<file path="config.mk">
export PLATFORM = sky130hd
export DESIGN_NAME = mips_cpu_load_sequencer_flat
export DESIGN_NICKNAME = d
export VERILOG_FILES = /design/src/rtl/mips_cpu_load_sequencer_if.sv /design/src/rtl/mips_cpu_load_sequencer.sv /design/src/flat_wrapper.sv
export SDC_FILE = /design/constraint.sdc
export NUM_CORES = 1
export LEC_CHECK = 0
export BUFFER_PORTS_ARGS = -buffer_cell sky130_fd_sc_hd__buf_2
export CELL_PAD_IN_SITES_DETAIL_PLACEMENT = 1
export CELL_PAD_IN_SITES_GLOBAL_PLACEMENT = 1
export CORE_UTILIZATION = 35
export DETAILED_ROUTE_END_ITERATION = 7
export GPL_TIMING_DRIVEN = 0
export MAX_ROUTING_LAYER = met4
export PLACE_DENSITY = 0.88
export SLEW_MARGIN = 20
export SYNTH_ARGS = -nofsm -noshare
export SYNTH_HDL_FRONTEND = slang
export SYNTH_SLANG_ARGS = --single-unit
</file>
<file path="constraint.sdc">
create_clock -name clk -period 2 [get_ports clk]
set_clock_uncertainty 0.2 [all_clocks]
set_input_delay 0 -clock clk [delete_from_list [all_inputs] [get_ports clk]]
set_output_delay 0 -clock clk [all_outputs]
set_load 0.1 [all_outputs]
</file>
<file path="src/rtl/mips_cpu_load_sequencer_if.sv">
// Avalon-style read-only data bus between the load sequencer (master) and data memory (slave).
// Combinational bundle; no latency. The slave stalls the master with waitrequest.
interface mips_cpu_load_sequencer_if;
   logic [31:0] address;
   logic        read;
   logic [3:0]  byteenable;
   logic        waitrequest;
   logic [31:0] readdata;

   modport master (output address, read, byteenable, input waitrequest, readdata);
   modport slave  (input address, read, byteenable, output waitrequest, readdata);
endinterface

</file>
<file path="src/rtl/mips_cpu_load_sequencer.sv">
// Load sequencer: one word read per load, then lane select/extend/LWL-LWR merge; done 2 cycles after start plus wait states.
// Holds the read through waitrequest (optional timeout); MIPS_LOAD_ALIGN_CHECK_EN rejects misaligned LH/LHU/LW.
module mips_cpu_load_sequencer #(
   parameter int WAIT_TIMEOUT = 255,
   parameter int TO_W         = 8
) (
   input  logic        clk,
   input  logic        reset,
   input  logic        start,
   output logic        ready,
   input  logic [31:0] addr,
   input  logic [2:0]  ctrl,
   input  logic [31:0] rt_old,
   output logic        done,
   output logic        err,
   output logic [31:0] result,
   mips_cpu_load_sequencer_if.master avm
);

   localparam logic [2:0] LD_LB  = 3'b000;
   localparam logic [2:0] LD_LBU = 3'b001;
   localparam logic [2:0] LD_LH  = 3'b010;
   localparam logic [2:0] LD_LHU = 3'b011;
   localparam logic [2:0] LD_BAD = 3'b100;
   localparam logic [2:0] LD_LW  = 3'b101;
   localparam logic [2:0] LD_LWL = 3'b110;
   localparam logic [2:0] LD_LWR = 3'b111;

   localparam logic [TO_W-1:0] TO_LIM = TO_W'(WAIT_TIMEOUT);

   typedef enum logic [1:0] {IDLE, READ, DONE} state_t;

   state_t          state, state_nxt;
   logic [31:0]     addr_q;
   logic [31:0]     rt_q;
   logic [2:0]      ctrl_q;
   logic [TO_W-1:0] wait_cnt;
   logic [TO_W-1:0] wait_inc;
   logic            bad_req;
   logic            timeout;

   function automatic logic [31:0] shape(input logic [2:0] c, input logic [1:0] off,
                                         input logic [31:0] m, input logic [31:0] rt);
      logic [7:0]  b;
      logic [15:0] h;
      logic [31:0] r;
      b = m[{off, 3'b000} +: 8];
      h = off[1] ? m[31:16] : m[15:0];
      r = m;
      case (c)
         LD_LB:  r = {{24{b[7]}}, b};
         LD_LBU: r = {24'd0, b};
         LD_LH:  r = {{16{h[15]}}, h};
         LD_LHU: r = {16'd0, h};
         LD_LWL: begin
            case (off)
               2'd0:    r = {m[7:0],  rt[23:0]};
               2'd1:    r = {m[15:0], rt[15:0]};
               2'd2:    r = {m[23:0], rt[7:0]};
               default: r = m;
            endcase
         end
         LD_LWR: begin
            case (off)
               2'd0:    r = m;
               2'd1:    r = {rt[31:24], m[31:8]};
               2'd2:    r = {rt[31:16], m[31:16]};
               default: r = {rt[31:8],  m[31:24]};
            endcase
         end
         default: r = m;
      endcase
      return r;
   endfunction

   // Requests that never touch the bus: invalid type, plus misaligned ones when checking is built in.
   always_comb begin
      bad_req = (ctrl == LD_BAD);
`ifdef MIPS_LOAD_ALIGN_CHECK_EN
      if ((ctrl == LD_LH || ctrl == LD_LHU) && addr[0])
         bad_req = 1'b1;
      if (ctrl == LD_LW && addr[1:0] != 2'b00)
         bad_req = 1'b1;
`endif
   end

   assign wait_inc = (&wait_cnt) ? wait_cnt : wait_cnt + 1'b1;
   assign timeout  = (WAIT_TIMEOUT != 0) && avm.waitrequest && (wait_inc == TO_LIM);

   assign avm.address = {addr_q[31:2], 2'b00};

   always_ff @(posedge clk) begin
      if (reset)
         state <= IDLE;
      else
         state <= state_nxt;
   end

   always_comb begin
      state_nxt      = state;
      ready          = 1'b0;
      done           = 1'b0;
      avm.read       = 1'b0;
      avm.byteenable = 4'b0000;
      case (state)
         IDLE: begin
            ready = 1'b1;
            if (start)
               state_nxt = bad_req ? DONE : READ;
         end
         READ: begin
            avm.read       = 1'b1;
            avm.byteenable = 4'b1111;
            if (!avm.waitrequest || timeout)
               state_nxt = DONE;
         end
         DONE: begin
            done      = 1'b1;
            state_nxt = IDLE;
         end
         default: state_nxt = IDLE;
      endcase
   end

   always_ff @(posedge clk) begin
      if (reset) begin
         addr_q   <= '0;
         rt_q     <= '0;
         ctrl_q   <= '0;
         wait_cnt <= '0;
         err      <= 1'b0;
         result   <= '0;
      end else begin
         case (state)
            IDLE: begin
               if (start) begin
                  addr_q   <= addr;
                  ctrl_q   <= ctrl;
                  rt_q     <= rt_old;
                  wait_cnt <= '0;
                  err      <= bad_req;
                  if (bad_req)
                     result <= '0;
               end
            end
            READ: begin
               if (!avm.waitrequest) begin
                  result <= shape(ctrl_q, addr_q[1:0], avm.readdata, rt_q);
               end else begin
                  wait_cnt <= wait_inc;
                  if (timeout) begin
                     err    <= 1'b1;
                     result <= '0;
                  end
               end
            end
            default: ;
         endcase
      end
   end

endmodule

</file>
<file path="src/flat_wrapper.sv">
// flat-port wrapper written by rule: the top's interface ports become plain ports
module mips_cpu_load_sequencer_flat 
#(
   parameter int WAIT_TIMEOUT = 255,
   parameter int TO_W         = 8
)
  (clk, reset, start, ready, addr, ctrl, rt_old, done, err, result, avm_address, avm_read, avm_byteenable, avm_waitrequest, avm_readdata);
  mips_cpu_load_sequencer_if avm_i ();
  input  logic clk;
  input  logic reset;
  input  logic start;
  output logic ready;
  input  logic [31:0] addr;
  input  logic [2:0] ctrl;
  input  logic [31:0] rt_old;
  output logic done;
  output logic err;
  output logic [31:0] result;
  output wire logic [$bits(avm_i.address)-1:0] avm_address;
  output wire logic [$bits(avm_i.read)-1:0] avm_read;
  output wire logic [$bits(avm_i.byteenable)-1:0] avm_byteenable;
  input wire logic [$bits(avm_i.waitrequest)-1:0] avm_waitrequest;
  input wire logic [$bits(avm_i.readdata)-1:0] avm_readdata;
  assign avm_address = avm_i.address;
  assign avm_read = avm_i.read;
  assign avm_byteenable = avm_i.byteenable;
  assign avm_i.waitrequest = avm_waitrequest;
  assign avm_i.readdata = avm_readdata;
  mips_cpu_load_sequencer #(.WAIT_TIMEOUT(WAIT_TIMEOUT), .TO_W(TO_W)) u_core (.clk(clk), .reset(reset), .start(start), .ready(ready), .addr(addr), .ctrl(ctrl), .rt_old(rt_old), .done(done), .err(err), .result(result), .avm(avm_i));
endmodule
</file>
==> flow_metrics.py <==
metrics = {
    "timing": {
        "worst_pin_slew_ps": 956,
        "rsz0062_at_grt": "true",
        "finalCritPeriodShare_pct": 113,
        "finalMaxSlewViolations": 0,
        "max_clock_freq_mhz": 443,
        "layout_min_cycle_time_ps": 2260,
        "hold_violations": 0,
        "worst_slack_ps": -256,
        "setup_violations": 35,
        "maxSlewHeadroom_pct": 36.3,
    },
    "drt": {
        "vias_per_cell": 5.78,
        "first_pass_iters": 5,
        "drcViolationCount": 0,
        "drt_iter0_markers": 558,
        "antenna_left": 0,
        "drt_wl_total_mm": 31.8,
        "wl_per_cell_um": 22.1,
        "route.vias.total": 8318,
    },
    "yosys": {
        "synth_seq_area_share_pct": 32.1,
        "synth_area_leaders": "dfxtp_1 32%, nand2_1 8.6%, a21oi_1 7.5%",
        "avgSynthCellArea_um2": 7.77,
        "synth_flop_cell": "dfxtp_1",
        "yosysTopAreaCell": "dfxtp_1",
        "synth-edff-count": 0,
        "syn_inst": 883,
        "ys_ff_latch": 110,
        "async_reset_ff_share_pct": 0,
        "yosysWarningCount": 0,
        "netlist.area_leader.share_pct": 32.1,
        "syn-cell-area_um2": 6860,
        "yosysUniqueCellTypes": 61,
    },
    "job": {
        "maxCapViolations": 0,
    },
    "critical_path": {
        "r2r-end": "u_core.result[16]$_SDFFE_PP0P_",
        "crit_path_top_delay_cell": "dfxtp_4",
        "reg2reg_setup_slack_ps": -260,
        "max_stage_delay_ps": 370,
        "r2r_cells": 8,
        "startpoint_type": "flip-flop",
        "cp_data_arrival_time_ps": 2310,
        "crit_path_end_kind": "flip-flop",
        "cp_top_family": "compound AO/OA/AOI/OAI gates",
        "path_max_fanout": 10,
        "path_cells": "ha_4, buf_6, and4_4, mux2i_4, nand3_4, o211a_4, buf_12, o311ai_1",
        "path_class": "flip-flop to flip-flop",
        "cp.depth": 8,
        "r2r-start": "u_core.wait_cnt[0]$_SDFFE_PP0P_",
        "crit_required_ps": 2060,
        "critPathBufInv": 2,
    },
    "clock_network": {
        "cts.sinks": 110,
        "root_buffer": "clkbuf_16",
        "h-tree-depth": 3,
        "cts_buffers": 9,
        "clockBufferDepth": 2,
        "clk_pin_slew_ps": 80,
        "clk_latency_ps": 370,
        "cts_tree": "yes",
    },
    "final_layout": {
        "final_layout_size_suffix_gt1_share_pct": 33.8,
        "fin_nets": 1278,
        "n_antenna_cell": 0,
        "ff_latch_area_um2": 2210,
        "multi_input_area_um2": 4370,
        "utilization_pct": 53.1,
        "fill_cells": 2287,
        "postLayoutCellArea_um2": 10100,
        "area_growth_pct": 46.6,
    },
    "power": {
        "p_leak_nw": 4.19,
        "ir_worst_vdd_v": 0.000516,
        "p_per_area_nw_per_um2": 750,
    },
    "floorplan": {
        "initial_core_util_pct": 36.2,
        "die-width_um": 142,
        "die_y_um": 142,
        "io_pins": 175,
        "rows": 50,
        "coreArea_um2": 19000,
        "dieArea_um2": 20200,
    },
    "grt": {
        "grt_overflow": 0,
        "grt_pass1_wl_mm": 47.6,
        "grt.total_usage_pct": 31.8,
        "grt_max_degree": 19,
        "antenna_found_initial": 0,
        "grt_pass1_vias": 8691,
    },
    "placed_design": {
        "hpwl_mm": 20.7,
        "gp_congestion": 1.03,
        "io_buffers": 172,
        "place_area_um2": 8100,
    },
    "min_path": {
        "hold_path_class": "input pin to flip-flop",
        "worstHoldStart": "avm_readdata[31]",
        "holdPathEnd": "u_core.result[31]$_SDFFE_PP0P_",
        "whs_path_depth": 3,
    },
    "status": {
        "violations": "negative setup slack",
        "outcome": "finished with violations",
    },
}
==> Yosys cell counts, drive strengths merged (5+ instances only) <==
cell and instances:
a211oi 7, nand2b 5, buf 67, nor2b 9, o22ai 11, nor3b 5
o21ai 37, mux2i 44, nor3 5, nand3 13, nand3b 35, clkbuf 48
dfxtp 110, nor2 19, a21oi 103, o221ai 18, inv 42, a2111oi 5
nand2 157, a22oi 10, o2bb2ai 9, mux2 27, nand4 5, and2 9
o32ai 7, o311ai 31
==> what timing repair did <==
item                       CTS  global route
cloned                       2             0
setup endpoints to repair   36            53
gates resized for setup    110            53
buffers inserted            15             4
pin swaps                    8             5
hold buffers                91             0
hold endpoints to repair    94             0
==> cell families after synthesis <==
family	synth area share, %
AOI/OAI and AO/OA	25.7
adders and majority gates	0.182
buffers and inverters	11.3
DFF	32.1
muxes	10.9
other	0.0547
and+or+nand+nor	19.7
==> state kept, by name, summed over array words and instances, names as in the netlist <==
name	flops
u_core.err	1
u_core.wait_cnt	8
u_core.result	32
u_core.rt_q	32
u_core.ctrl_q	3
u_core.state	2
u_core.addr_q	32
==> placed cells by master, fill, tap and decap left out, types with 10 or more instances in the layout <==
master and n:
a21oi_1 102, a22oi_1 10, buf_2 175, buf_4 66
clkbuf_1 22, clkbuf_2 18, dfxtp_1 106, dlygate4sd3_1 91
inv_1 42, mux2_2 24, mux2i_1 41, nand2_1 155
nand3_1 11, nand3b_1 35, nor2_1 15, o21ai_0 28
o22ai_1 11, o311ai_1 10, o311ai_2 13
==> power breakdown <==
| group | internal (mW) | total (mW) | leakage [nW] | switching [mW] |
|---|---|---|---|---|
| clock | 0.857 | 1.76 | 0.130 | 0.905 |
| sequential | 2.37 | 2.53 | 0.901 | 0.158 |
| combinational | 0.998 | 3.25 | 3.16 | 2.25 |
| total | 4.23 | 7.54 | 4.19 | 3.31 |
==> final cells by class <==
class / instances / area share [%]
Multi-Input combinational cell: 616 / 43.5
Buffer: 110 / 7.41
Tap cell: 260 / 3.23
Timing Repair Buffer: 284 / 19.6
Sequential cell: 110 / 22.0
Inverter: 43 / 1.60
Clock buffer: 10 / 2.28
Clock inverter: 5 / 0.423
==> worst max-delay path by stage <==
| stage | start | end |
|---|---|---|
| floorplan | u_core.state[0]$_SDFFE_PP0P_ | u_core.result[11]$_SDFFE_PP0P_ |
| global placement | u_core.ctrl_q[0]$_SDFFE_PP0P_ | u_core.result[21]$_SDFFE_PP0P_ |
| detailed placement | u_core.ctrl_q[0]$_SDFFE_PP0P_ | u_core.result[23]$_SDFFE_PP0P_ |
| CTS | u_core.wait_cnt[0]$_SDFFE_PP0P_ | u_core.result[23]$_SDFFE_PP0P_ |
| global route | u_core.wait_cnt[0]$_SDFFE_PP0P_ | u_core.result[16]$_SDFFE_PP0P_ |
| finish | u_core.wait_cnt[0]$_SDFFE_PP0P_ | u_core.result[16]$_SDFFE_PP0P_ |
==> metal layers <==
| metal | track usage, % | up-vias | routed length [um] | share of wire, % |
|---|---|---|---|---|
| li1 | - | 3723 | - | - |
| met1 | 35.7 | 4003 | 12200 | 39 |
| met2 | 53.7 | 480 | 15500 | 49 |
| met3 | 5.59 | 112 | 2500 | 7.9 |
| met4 | 17.1 | 0 | 1540 | 4.9 |
| met5 | - | - | 0 | 0 |
==> worst reg2reg max path, delay by kind of cell, from the launching register on <==
kind / cells / cell delay (ps)
AO/OA/AOI/OAI: 2 / 500
flip-flops: 1 / 370
AND/OR/NAND/NOR: 2 / 350
buffers and inverters: 2 / 300
multiplexers: 1 / 280
adder cells (fa/ha/maj): 1 / 150
==> stage by stage <==
| stage | power, mW | TNS [ps] | hold slack (ps) | instances | setup WS (ps) |
|---|---|---|---|---|---|
| finish | 7.54 | -6670 | 27.3 | 1438 | -256 |
| global route | 7.79 | -10000 | 37.0 | 1438 | -323 |
| detailed placement | 5.29 | -16070 | 48.1 | 1316 | -654 |
| CTS | 7.38 | -4900 | 1.36 | 1436 | -166 |
| global placement | 5.24 | -14670 | 41.4 | 1316 | -615 |
| floorplan | 4.61 | -4760 | -64.0 | 884 | -160 |
(Power assumes the default switching activity.)
